===== config.mk =====
export PLATFORM = sky130hd
export DESIGN_NAME = logic_sweep_ctrl
export DESIGN_NICKNAME = d
export VERILOG_FILES = /design/src/rtl/logic_sweep_pkg.sv /design/src/rtl/logic_golden.sv /design/src/rtl/logic_sweep_ctrl.sv
export SDC_FILE = /design/constraint.sdc
export NUM_CORES = 1
export LEC_CHECK = 0
export CELL_PAD_IN_SITES_DETAIL_PLACEMENT = 0
export CELL_PAD_IN_SITES_GLOBAL_PLACEMENT = 1
export CORE_MARGIN = 3
export CORE_UTILIZATION = 41
export DETAILED_ROUTE_END_ITERATION = 8
export PLACE_DENSITY = 0.8
export SYNTH_ARGS = -nofsm -noshare
export SYNTH_HDL_FRONTEND = slang
export SYNTH_SLANG_ARGS = --single-unit

===== constraint.sdc =====
create_clock -name clk -period 3.95 [get_ports clk]
set_input_delay 0.395 -clock clk [delete_from_list [all_inputs] [get_ports clk]]
set_output_delay 0.395 -clock clk [all_outputs]
set_load 0.1 [all_outputs]

===== src/rtl/logic_sweep_pkg.sv =====
// Shared types and sizing for the logic sweep controller.
package logic_sweep_pkg;

    typedef enum logic [1:0] {
        IDLE   = 2'd0,
        SETTLE = 2'd1,
        SAMPLE = 2'd2,
        DONE   = 2'd3
    } sweep_state_t;

    localparam int NUM_VEC = 8;
    localparam int IDX_W   = 3;
    localparam int CNT_W   = 4;

endpackage


===== src/rtl/logic_golden.sv =====
// Reference behaviour of the 3-input combinational block under test.
module logic_golden (
    input  logic a,
    input  logic b,
    input  logic c,
    output logic exp_x,
    output logic exp_y
);

    assign exp_x = ~(c ^ (a | b));
    // Written as in the lab handout; reduces to a & b.
    assign exp_y = (a | b) & (~(a & b) ^ (a | b));

endmodule


===== src/rtl/logic_sweep_ctrl.sv =====
// Steps a 3-input combinational unit through all 8 vectors, waits a settle
// time per vector, checks x/y against the golden model and reports results.
module logic_sweep_ctrl
    import logic_sweep_pkg::*;
#(
    parameter int SETTLE_CYCLES = 2,
    parameter bit STOP_ON_FAIL  = 1'b0
) (
    input  logic             clk,
    input  logic             rst,
    input  logic             start,
    input  logic             dut_x,
    input  logic             dut_y,
    output logic             vec_a,
    output logic             vec_b,
    output logic             vec_c,
    output logic             busy,
    output logic             done,
    output logic             pass,
    output logic [CNT_W-1:0] err_count,
    output logic [IDX_W-1:0] fail_vec
);

    localparam logic [CNT_W-1:0] SETTLE_LAST = CNT_W'(SETTLE_CYCLES - 1);
    localparam logic [IDX_W-1:0] LAST_IDX    = IDX_W'(NUM_VEC - 1);

    sweep_state_t     state_q, state_d;
    logic [IDX_W-1:0] idx_q, idx_d;
    logic [CNT_W-1:0] cnt_q, cnt_d;
    logic [CNT_W-1:0] err_q, err_d;
    logic [IDX_W-1:0] fail_q, fail_d;
    logic             first_q, first_d;
    logic             busy_q, busy_d;
    logic             done_q, done_d;
    logic             pass_q, pass_d;

    logic exp_x, exp_y, mismatch;

    // The golden model sees the same registered vector the unit under test sees.
    logic_golden u_golden (
        .a     (idx_q[2]),
        .b     (idx_q[1]),
        .c     (idx_q[0]),
        .exp_x (exp_x),
        .exp_y (exp_y)
    );

    assign mismatch = (dut_x != exp_x) || (dut_y != exp_y);

    always_comb begin
        state_d = state_q;
        idx_d   = idx_q;
        cnt_d   = cnt_q;
        err_d   = err_q;
        fail_d  = fail_q;
        first_d = first_q;
        busy_d  = busy_q;
        done_d  = done_q;
        pass_d  = pass_q;
        case (state_q)
            IDLE, DONE: begin
                if (start) begin
                    state_d = SETTLE;
                    idx_d   = '0;
                    cnt_d   = '0;
                    err_d   = '0;
                    fail_d  = '0;
                    first_d = 1'b0;
                    busy_d  = 1'b1;
                    done_d  = 1'b0;
                    pass_d  = 1'b0;
                end
            end
            SETTLE: begin
                cnt_d = cnt_q + CNT_W'(1);
                if (cnt_q == SETTLE_LAST) state_d = SAMPLE;
            end
            SAMPLE: begin
                if (mismatch) begin
                    err_d = err_q + CNT_W'(1);
                    if (!first_q) begin
                        fail_d  = idx_q;
                        first_d = 1'b1;
                    end
                end
                if (idx_q == LAST_IDX || (STOP_ON_FAIL && mismatch)) begin
                    state_d = DONE;
                    busy_d  = 1'b0;
                    done_d  = 1'b1;
                    pass_d  = (err_q == '0) && !mismatch;
                end else begin
                    state_d = SETTLE;
                    idx_d   = idx_q + IDX_W'(1);
                    cnt_d   = '0;
                end
            end
            default: state_d = IDLE;
        endcase
    end

    always_ff @(posedge clk) begin
        if (rst) begin
            state_q <= IDLE;
            idx_q   <= '0;
            cnt_q   <= '0;
            err_q   <= '0;
            fail_q  <= '0;
            first_q <= 1'b0;
            busy_q  <= 1'b0;
            done_q  <= 1'b0;
            pass_q  <= 1'b0;
        end else begin
            state_q <= state_d;
            idx_q   <= idx_d;
            cnt_q   <= cnt_d;
            err_q   <= err_d;
            fail_q  <= fail_d;
            first_q <= first_d;
            busy_q  <= busy_d;
            done_q  <= done_d;
            pass_q  <= pass_d;
        end
    end

    assign vec_a     = idx_q[2];
    assign vec_b     = idx_q[1];
    assign vec_c     = idx_q[0];
    assign busy      = busy_q;
    assign done      = done_q;
    assign pass      = pass_q;
    assign err_count = err_q;
    assign fail_vec  = fail_q;

endmodule

Word level (Yosys, flattened, before mapping). Index checks and enable logic that the tools add are counted.

Bitwise operators: 7. Shifts and indexed selects: 0. $mul: 0. Magnitude comparators: 0. Add/subtract/negate cells: 3. Divide/modulo/power cells: 0. Reduce and logical (&&, ||, !) cells: 13. Mux-type cells: 25. Equality and inequality tests: 13.

Operators with widths (count): $mux W3 (4); $mux W4 (3); $ne A2 B2 Y1 const B (6); $pmux W3 S2 (2); $pmux W4 S3 (1); $reduce_and A3 Y1 (3); $add A4 B1 Y4 const B (2); $pmux W1 S2 (4); $pmux W4 S2 (1); $mux W1 (6); $mux W2 (3); $pmux W2 S3 (1); $eq A2 B2 Y1 const B (2); $eq A4 B1 Y1 const B (1); $logic_not A4 Y1 (1); $reduce_and A2 Y1 (2); $reduce_and A4 Y1 (1); $add A3 B1 Y3 const B (1); $eq A3 B3 Y1 const B (1); $and A1 B1 Y1 (2); $eq A2 B1 Y1 const B (1); $logic_not A2 Y1 (1); $ne A1 B1 Y1 (2); $not A1 Y1 (2); 7 further kinds (8).

ROM bits: 0. Register bits: 20. Latch bits: 0. Output and inout port bits: 13. Memories kept: 0. Bits in writable memories: 0. Word-level logic and storage cells: 70. Input port bits: 5.

Logic depth before layout (Yosys ltp).
Word-level depth: 10. Gate-level depth with buffers: 8. Depth with buffers taken out: 7.

By module. A second synthesis with hierarchy kept.

Cells, all modules: 127. Area, all modules: 1079.8 um^2.

By module, submodules not included: logic_sweep_ctrl (times used 1, cells an instance 124, seq. area each 400.4 um^2, area an instance 1059.8 um^2); logic_golden (times used 1, cells an instance 3, seq. area each 0.0 um^2, area an instance 20.0 um^2).

Worst setup path after synthesis. OpenSTA, ideal clock, no wires.

Path kind: reg-to-reg. Start: reg idx_q[0]. End: reg idx_q[1]. Library setup time: 0.132 ns. Data required time: 3.818 ns. Cell stages (with the launch flop): 9. Arrival time: 2.125 ns. Setup slack: 1.692 ns. Path through: dfxtp_1 > ha_1 > ha_1 > nand2_1 > nand2_1 > clkbuf_1 > nor2_1 > nand3_1 > a21oi_1.

Word-level cells in the longest chain between the ends: 3. Elaborated cells between the ends (all ways): 6.

RTL lines: from (decl) (RTL line logic_sweep_ctrl.sv:28) `logic [IDX_W-1:0] idx_q, idx_d;`; from (signal assigned) (RTL line logic_sweep_ctrl.sv:114) `idx_q <= idx_d;`; $add A3 B1 Y3 or $eq A3 B3 Y1 (tied branches) (RTL line logic_sweep_ctrl.sv:93, logic_sweep_ctrl.sv:86); $mux W3 or $ne A2 B2 Y1 (tied branches); $pmux W3 S2 or $reduce_and A3 Y1 (tied branches).

Parallel ways exist; a longest one is shown, timed or not. The select of a mux whose other input is x is not followed. A chain may end at the register's enable or synchronous reset.

Worst setup path in the final report.
Start: reg idx_q[2]. End: out vec_a.

RTL lines: to (decl) (RTL line logic_sweep_ctrl.sv:14) `output logic vec_a,`.

No word-level cell between the ends.

==> flow_summary.json <==
{
  "ant_nets": 0,
  "grt_remaining_overflow": 0,
  "power_density_nw_per_um2": 444.3,
  "cts_made_buffers": 3,
  "synth_cells": 141,
  "synthFlopType": "dfxtp_1",
  "fmax_ghz": 0.4239,
  "clock_sinks": 20,
  "period_minus_slack_ns": 2.359,
  "fin_nets": 171,
  "dp_hpwl_um": 1718,
  "cp-startpoint": "idx_q[2]$_SDFFE_PP0P_",
  "drc": 0,
  "drt-total-wl_um": 2404,
  "path_clk_slew_ns": 0.11,
  "setup_viol": 0,
  "syn_to_final_growth_pct": 20.07,
  "status": "complete, no violations",
  "design_area_um2": 1363,
  "num-fill-cells": 246,
  "via_per_inst": 5.516,
  "synth_cell_types": 33,
  "grt_first_pass_wirelength_um": 4284,
  "cts.path.max_buffers": 2,
  "holdCritPathClass": "register to register",
  "io_pins": 18,
  "dpl-instance-area_um2": 1310,
  "cts_tree": "done",
  "postSynthAreaPerCell_um2": 8.048,
  "wl_per_cell_um": 12.92,
  "syn_area_um2": 1135,
  "grt_start_max_net_pins": 26,
  "crit_family": "buffers and inverters",
  "worstHoldStart": "pass$_SDFFE_PP0P_",
  "num_vias": 1026,
  "gp_congestion": 0.6792,
  "root_buffer": "clkbuf_4",
  "seq_area_frac_synth_pct": 35.28,
  "crit_path_max_incr_delay_ns": 1.18,
  "finalHoldViolations": 0,
  "rows": 18,
  "tightest_slew_ns": 0.9730,
  "maxCapViolCount": 0,
  "slew_headroom_pct": 34.93,
  "die_x_um": 58.61,
  "arrival_ns": 1.96,
  "antenna_found_initial": 0,
  "cp_num_buf_inv": 1,
  "cts_resized": 0,
  "dr.pass1.iters": 4,
  "slew_violations": 0,
  "pre_cts_ws_ns": 1.538,
  "critPathRequiredTime_ns": 3.56,
  "critPathCaptureType": "output port",
  "critPathLaunchType": "register",
  "diodes": 0,
  "timing.final.ws_setup_ns": 1.591,
  "utilization_pct": 53.54,
  "cts_setup_buffers": 0,
  "multi_input_area_um2": 671.9,
  "path_cells": "clkdlybuf4s50_1",
  "grt_pass1_vias": 987,
  "r2r_start": "state_q[0]$_SDFFE_PP0P_",
  "layout-drive-gt1-share_pct": 4.487,
  "synthArstFlopShare_pct": 0,
  "ys_warn_count": 0,
  "initialDrtViolationCount": 37,
  "ys_ff_latch": 20,
  "layout.area.seq_um2": 400.4,
  "grt_usage_pct": 15.45,
  "io_buffers": 17,
  "peakVddDrop_v": 0.0003083,
  "die_h_um": 58.61,
  "power_leakage_nw": 0.5029,
  "synth_nets": 155,
  "synth_edf_count": 0,
  "crit_fanout": 7,
  "clock_skew_ns": 0.004564,
  "crit_type": "register to output port",
  "coreArea_um2": 2545,
  "cts_hold_buffers": 0,
  "h-tree-depth": 1,
  "finalSetupTns_ns": 0,
  "rsz0062_at_grt": "false",
  "fp.dieArea_um2": 3435,
  "cp_slowest_cell": "clkdlybuf4s50_1",
  "finalCritPeriodShare_pct": 59.72,
  "total_power_w": 0.0006053,
  "start_util_pct": 44.59,
  "insertion_delay_ns": 0.30
}
==> cell type report <==
type                            instances  share of cell area (%)
Clock buffer                            3                   1.653
Clock inverter                          1                   2.204
Inverter                                8                   2.204
Multi-Input combinational cell        107                   49.31
Sequential cell                        20                   29.38
Tap cell                               30                   2.755
Timing Repair Buffer                   17                   12.49
==> cells in the mapped netlist (all sizes together), types with 3 or more instances <==
cell type   n  area share, %
dfxtp      20             35
a21oi      15            6.9
nor2       13            4.3
nand2      12            4.0
ha          9            9.9
inv         8            2.6
a31oi       6            3.3
nand3b      6            4.0
o21ai       6            2.6
nand3       5            2.2
nand4       5            2.8
nor3        5            2.2
a21o        4            2.8
and3        3            1.8
buf         3            1.9
clkbuf      3           0.99
nor3b       3            2.0
==> sequential cells by signal (all words and copies together) (netlist names) <==
| register | count |
|---|---|
| fail_vec | 3 |
| err_count | 4 |
| pass | 1 |
| idx_q | 3 |
| state_q | 2 |
| cnt_q | 4 |
| done | 1 |
| busy | 1 |
| first_q | 1 |
==> metrics by stage <==
stage | hold WS (ns) | cells
floorplan | 0.4714 | 141
global placement | 0.4692 | 182
detailed placement | 0.4763 | 182
CTS | 0.4938 | 186
global route | 0.5326 | 186
finish | 0.4881 | 186
==> report_power, final <==
part	switching, W	internal (W)	total (W)
clock	0.0000652	0.000103	0.000168
combinational	0.000143	0.0000654	0.000209
sequential	0.0000126	0.000216	0.000229
total	0.000221	0.000384	0.000605
==> final timing paths <==
| path | endpoint | slack [ns] | depth (start not counted) |
|---|---|---|---|
| min reg2reg | pass$_SDFFE_PP0P_ | 0.49 | 2 |
| max reg2reg | fail_vec[1]$_SDFFE_PP0P_ | 1.83 | 5 |
| min | pass$_SDFFE_PP0P_ | 0.49 | 2 |
| max | vec_a | 1.59 | 1 |
==> cells in the final DEF, fill, tap and decap left out, types with 3 or more instances in the layout <==
cell | netlist | routed
nand2_1 | 12 | 12
nand4_1 | 5 | 5
clkdlybuf4s50_1 | 0 | 17
a31oi_1 | 6 | 6
ha_1 | 9 | 9
nand3b_1 | 6 | 6
a21oi_1 | 14 | 14
nor3_1 | 5 | 5
nand3_1 | 5 | 5
o21ai_0 | 6 | 6
inv_1 | 8 | 8
clkbuf_4 | 0 | 3
nor3b_1 | 3 | 3
a21o_1 | 3 | 3
nor2_1 | 13 | 13
dfxtp_1 | 20 | 20
==> kinds of logic after synthesis <==
family	share of synthesized area, %
AO/OA/AOI/OAI	19.41
adder cells (fa/ha/maj)	9.923
buffers and inverters	5.513
multiplexers	0.8821
AND/OR/NAND/NOR	27.45
XOR/XNOR	1.544
flip-flops	35.28
==> metal layers <==
layer,global-route usage [%],wire length (um)
met1,19.87,1185
met4,2.913,13
met5,0,0
met3,4.167,92
met2,26.16,1113
Power figures use the tool's default switching activity.
